File: config.mk
export PLATFORM = sky130hd
export DESIGN_NAME = lr_sc_reservation
export DESIGN_NICKNAME = d
export VERILOG_FILES = /design/src/rtl/lr_sc_reservation.sv
export SDC_FILE = /design/constraint.sdc
export NUM_CORES = 1
export LEC_CHECK = 0
export BUFFER_PORTS_ARGS = -buffer_cell sky130_fd_sc_hd__clkbuf_2
export CAP_MARGIN = 20
export CORE_ASPECT_RATIO = 1.75
export CORE_MARGIN = 2
export CORE_UTILIZATION = 39
export CTS_BUF_LIST = sky130_fd_sc_hd__clkbuf_4 sky130_fd_sc_hd__clkbuf_8 sky130_fd_sc_hd__clkbuf_16
export DETAILED_ROUTE_END_ITERATION = 8
export GPL_TIMING_DRIVEN = 1
export PLACE_DENSITY_LB_ADDON = 0.1
export SETUP_SLACK_MARGIN = 0.3
export SLEW_MARGIN = 20
export SYNTH_ARGS = -nofsm -noshare
export SYNTH_HDL_FRONTEND = slang
export SYNTH_SLANG_ARGS = --single-unit
File: constraint.sdc
create_clock -name clk -period 2.3 [get_ports clk]
set_input_delay 0 -clock clk [delete_from_list [all_inputs] [get_ports clk]]
set_output_delay 0 -clock clk [all_outputs]
set_load 0.01 [all_outputs]
File: src/rtl/lr_sc_reservation.sv
// LR/SC reservation tracker: one reservation granule, same-cycle SC decision, SC write gating.
// Optional macro LR_SC_TIMEOUT_EN builds the reservation timeout counter.
module lr_sc_reservation #(
    parameter int ADDR_WIDTH   = 32,
    parameter int GRANULE_BITS = 2,
    parameter int TIMEOUT      = 64
) (
    input  logic                  clk,
    input  logic                  reset,
    input  logic                  valid,
    input  logic                  atomic_flag,
    input  logic                  is_sc,
    input  logic                  mem_write,
    input  logic [ADDR_WIDTH-1:0] addr,
    input  logic                  snoop_valid,
    input  logic [ADDR_WIDTH-1:0] snoop_addr,
    output logic                  reserved_flag,
    output logic [ADDR_WIDTH-1:0] res_addr,
    output logic                  sc_success,
    output logic                  mem_write_gated
);

    typedef enum logic {IDLE, HELD} state_t;

    state_t state;
    logic   lr_ev;
    logic   sc_ev;
    logic   st_ev;
    logic   snp_res_hit;
    logic   snp_addr_hit;
    logic   st_res_hit;
    logic   timeout_hit;
    logic   unused_low_bits;

    function automatic logic same_granule(input logic [ADDR_WIDTH-1:0] a,
                                          input logic [ADDR_WIDTH-1:0] b);
        return a[ADDR_WIDTH-1:GRANULE_BITS] == b[ADDR_WIDTH-1:GRANULE_BITS];
    endfunction

    assign lr_ev        = valid & atomic_flag & ~is_sc;
    assign sc_ev        = valid & atomic_flag & is_sc;
    assign st_ev        = valid & mem_write & ~atomic_flag;
    assign snp_res_hit  = snoop_valid & same_granule(snoop_addr, res_addr);
    assign snp_addr_hit = snoop_valid & same_granule(snoop_addr, addr);
    assign st_res_hit   = st_ev & same_granule(addr, res_addr);

    assign reserved_flag   = (state == HELD);
    assign sc_success      = sc_ev & reserved_flag & same_granule(addr, res_addr) & ~snp_addr_hit;
    assign mem_write_gated = mem_write & ~(sc_ev & ~sc_success);

    // Granule offset bits never take part in any compare.
    assign unused_low_bits = ^{addr[GRANULE_BITS-1:0], snoop_addr[GRANULE_BITS-1:0]};

`ifdef LR_SC_TIMEOUT_EN
    localparam int              CNT_W = $clog2(TIMEOUT);
    localparam logic [CNT_W-1:0] LAST = CNT_W'(TIMEOUT - 1);

    logic [CNT_W-1:0] age;

    always_ff @(posedge clk) begin
        if (reset) begin
            age <= '0;
        end else if (lr_ev) begin
            age <= '0;
        end else if (state == HELD) begin
            age <= age + 1'b1;
        end
    end

    assign timeout_hit = (state == HELD) && (age == LAST);
`else
    localparam int unused_timeout = TIMEOUT;

    assign timeout_hit = 1'b0;
`endif

    // Priority: reset, snoop kill, LR/SC, own store, timeout.
    always_ff @(posedge clk) begin
        if (reset) begin
            state    <= IDLE;
            res_addr <= '0;
        end else if (state == HELD && snp_res_hit) begin
            state <= IDLE;
        end else if (lr_ev) begin
            if (snp_addr_hit) begin
                state <= IDLE;
            end else begin
                state    <= HELD;
                res_addr <= {addr[ADDR_WIDTH-1:GRANULE_BITS], {GRANULE_BITS{1'b0}}};
            end
        end else if (sc_ev) begin
            state <= IDLE;
        end else if (state == HELD && st_res_hit) begin
            state <= IDLE;
        end else if (timeout_hit) begin
            state <= IDLE;
        end
    end

endmodule
======== Yosys cells after proc, flatten, opt, wreduce, memory -nomap -nowiden ========
Index checks and enable logic that the tools add are counted.
cells by class
  mux-type cells .......................... 4
  eq/ne operators ......................... 3
  reductions and logical operators ........ 5
  bitwise logic cells ..................... 19
operators with widths
  operator             number
  $eq A30 B30 Y1       3
  $and A1 B1 Y1        13
  $not A1 Y1           6
  $mux W1              4
  $reduce_and A3 Y1    1
  $reduce_bool A3 Y1   1
  $logic_and A1 B1 Y1  2
  $reduce_or A2 Y1     1
storage, ports and cells
  input port bits ......................... 71
  output and inout port bits .............. 35
  logic and storage cells ................. 33
  flip-flop bits (word level) ............. 31

======== Longest topological paths before layout ========
  depth after elaboration ................. 9
  depth in mapped cells ................... 7
  gate-level depth less buffers ........... 6

======== Least setup slack after synthesis ========
No wires, ideal clock.
  kind .................................... register -> output
  start point ............................. register res_addr[28]
  end point ............................... output port mem_write_gated
  stages on the path, launching flop included .. 7
  path slack .............................. 0.668 ns
  data required time ...................... 2.300 ns
  path buffers ............................ 0
  arrival time ............................ 1.632 ns
  path through ............................ dfxtp_1 -> xor2_1 -> nor4_1 -> nand3_1 -> nor4_1 -> o211ai_1 -> a41oi_1
between the ends
  word-level cells in the longest chain between the ends .. 7
ends and longest elaborated chain
  what                        line  RTL
  start, declared             18    output logic [ADDR_WIDTH-1:0] res_addr,
  start signal, assigned      89    res_addr <= {addr[ADDR_WIDTH-1:GRANULE_BITS], {GRANULE_BITS{1'b0}}};
  $eq A30 B30 Y1              37    return a[ADDR_WIDTH-1:GRANULE_BITS] == b[ADDR_WIDTH-1:GRANULE_BITS];
  $and A1 B1 Y1 (2 in a row)  48    assign sc_success = sc_ev & reserved_flag & same_granule(addr, res_addr) & ~snp_addr_hit;
  $not A1 Y1                  49    assign mem_write_gated = mem_write & ~(sc_ev & ~sc_success);
  $and A1 B1 Y1               49
  $not A1 Y1                  49
  $and A1 B1 Y1               49
  end, declared               20    output logic mem_write_gated
No other way between the ends.

======== Worst setup path after layout ========
  start point ............................. register res_addr[20]
  end point ............................... output port mem_write_gated
Same word-level chain as after synthesis.

==> summary.md <==
| Metric | Value |
|---|---|
| Gate Count Post-Synth | `267` |
| First drt pass iteration count | `4` |
| R2R Path Start | `res_addr[26]` |
| Post-synthesis sequential area ratio | `25.57%` |
| Io pins | `106` |
| Clock buffer count from CTS | `5` |
| Synth Area in XOR/XNOR | `32.47%` |
| WL per Instance | `14.98 um` |
| Vias in the first global route | `2173` |
| First-pass GRT wire length | `10.63 mm` |
| Pin count of the biggest net entering global routing | `62` |
| Minimum clock period | `2.056 ns` |
| Fillers | `640` |
| Multiplexer share of the synthesized area | `12.37%` |
| Initial Util | `39.88%` |
| P&R area growth vs syn | `33.97%` |
| Port-buffer cells | `99` |
| Diode count | `0` |
| Site row count | `38` |
| Slew HR | `41.77%` |
| Post-synthesis average cell area | `9.091 um2` |
| Final setup fails | `0` |
| Post-synthesis compound-gate area fraction | `1.701%` |
| Post-layout nets | `450` |
| Synth Cell Area | `2427 um2` |
| Worst setup path start | `res_addr[20]` |
| GP Congestion | `0.8947` |
| Clock latency on the worst-skew pair | `0.29 ns` |
| Yosys cell types | `23` |
| Die width | `63.64 um` |
| Final Non-Filler Cells | `460` |
| Simple-gate area share of the yosys netlist | `24.64%` |
| Chip Height | `108.4 um` |
| Num Clock Sinks | `31` |
| Worst hold path type | `input port to flip-flop` |
| Pre-CTS setup slack | `0.2744 ns` |
| Synthesis Warnings | `0` |
| Clock slew at reported path FFs | `0.06 ns` |
| H-tree depth | `2` |
| Core Area | `6086 um2` |
| Hold Path Origin | `addr[22]` |
| Residual overflow from global routing | `0` |
| Clock skew | `0.006544 ns` |
| Max frequency | `0.4864 GHz` |
| WP data arrival | `2.06 ns` |
| Predominant post-synthesis flop cell | `dfxtp_1` |
| DR vias/cell | `4.922` |
| Setup TNS | `0 ns` |
| Crit Path Class | `flip-flop to output pin` |
| Final ANT Viol Nets | `0` |
| Status | `completed` |
| Max Transition Viols Final | `0` |
| PwrDens | `430.8 nW/um2` |
| Initial antenna violation count | `0` |
| Post-synth EDFFs | `0` |
| Placed cells | `439` |
| Max_cap viols | `0` |
| Post-route DRC | `0` |
| TritonCTS clock tree | `built` |
| Placed wire-length estimate | `5.470 mm` |
| Yosys reg bits | `31` |
| Unrepaired setup endpoints after global routing | `yes` |
| Hold Vio Cnt, Final | `0` |
| Synth Area in Adders | `0%` |
| PnR worst setup slack | `0.2440 ns` |
| Fin util | `53.43%` |
| Peak supply drop | `0.0002523 V` |
| Nature of the critical path startpoint | `flip-flop` |
| Via Count | `2264` |
| Slew @ Worst Pin | `0.8735 ns` |
| Layout cells sized above 1 | `33.95%` |
| Initial drt markers | `98` |
| Fin crit share | `89.39%` |
| Power, Total | `1.401 mW` |
| Static Leak | `1.489 nW` |
| Largest family of logic cells by synthesized area | `XOR/XNOR gates` |
| Post-synth ARST share | `0%` |
| Req. time, crit path | `2.30 ns` |
| All-layer global routing usage | `20.41%` |
| CP Capture Type | `output pin` |
| Critical Path Fanout Max | `4` |
| WL final | `6.891 mm` |
| Clock tree buffer depth | `2` |
| Die area | `6896 um2` |
| CTS Root Cell | `clkbuf_8` |
[final cells by class]
class                      count  area (um2)  share of cell area (%)
timing repair buffer         115       663.1                   20.39
clock buffer                   7       83.83                   2.578
tap                           80       100.1                   3.078
inverter                       1       3.754                  0.1154
sequential                    31       630.6                   19.39
multi-input combinational    225        1765                   54.29
clock inverter                 1       5.005                  0.1539
[placed cells by master (no fill, tap or decap), types with 4 or more instances in the layout]
| cell type | n |
|---|---|
| clkbuf_8 | 5 |
| mux2i_1 | 30 |
| nand2b_1 | 60 |
| dfxtp_1 | 25 |
| buf_4 | 6 |
| nor4_1 | 13 |
| dfxtp_2 | 5 |
| xnor2_1 | 24 |
| dlygate4sd3_1 | 7 |
| xor2_1 | 66 |
| nand4_1 | 9 |
| nor4_2 | 4 |
| clkbuf_2 | 97 |
[where the power goes]
part	switching, mW	leakage, nW	internal, mW
Clock	0.213	0.0491	0.236
Sequential	0.0250	0.255	0.556
Combinational	0.188	1.19	0.183
Total	0.426	1.49	0.975
[worst paths after layout]
path                          end  cells past startpoint  slack (ns)
setup / recovery  mem_write_gated                      7        0.24
hold / removal       res_addr[22]                      3       0.006
setup reg to reg     res_addr[16]                      7        0.44
hold reg to reg      res_addr[12]                      2        0.50
[routing by layer]
metal | vias to the layer above | track usage, % | part of all wire [%]
li1 | 1116 | - | -
met1 | 1069 | 21.39 | 37
met4 | 0 | 9.627 | 2.5
met3 | 11 | 3.746 | 4.4
met5 | - | 0 | 0
met2 | 68 | 38.50 | 56
[flip-flops by register name (all words and copies together) (netlist names)]
signal and cells:
reserved_flag 1, res_addr 30
[per-stage QoR]
stage               cell area, um2  hold slack [ns]
global route                  3252         0.009403
floorplan                     2431          0.08602
detailed placement            2995           0.2861
CTS                           3188         0.002082
global placement              2995           0.2872
finish                        3252         0.006414
[cells by family after synthesis]
kind of cell / count (synthesis)
AO/OA/AOI/OAI: 5
XOR/XNOR: 90
buffers and inverters: 12
flip-flops: 31
multiplexers: 30
other: 1
AND/OR/NAND/NOR: 98
[cells in the mapped netlist (3+ instances only)]
| cell type | number | area share, % |
|---|---|---|
| nand3_1 | 3 | 0.62 |
| clkbuf_1 | 6 | 0.93 |
| nor2_1 | 3 | 0.46 |
| nand2b_1 | 60 | 15 |
| xor2_1 | 66 | 24 |
| xnor2_1 | 24 | 8.7 |
| mux2i_1 | 30 | 12 |
| buf_6 | 3 | 1.4 |
| nand2_1 | 3 | 0.46 |
| nor4_1 | 17 | 4.4 |
| nand4_1 | 9 | 2.3 |
| dfxtp_1 | 31 | 26 |
[repair_timing]
| action | in CTS | in global routing |
|---|---|---|
| setup buffers | 2 | 3 |
| pin swaps | 2 | 7 |
| endpoints found under the setup margin | 18 | 31 |
| hold buffers | 7 | 1 |
| endpoints found under the hold margin | 7 | 1 |
| gates cloned | 0 | 0 |
| gates resized for setup | 1 | 13 |
[worst max-delay path, cell delays in order, from the launching register on]
cell,delay (ns)
dfxtp_1,0.36
xor2_1,0.18
nor4_2,0.29
nand4_1,0.16
nor4_2,0.28
o211ai_1,0.16
a41oi_1,0.18
buf_2,0.16
Power figures use the tool's default switching activity.
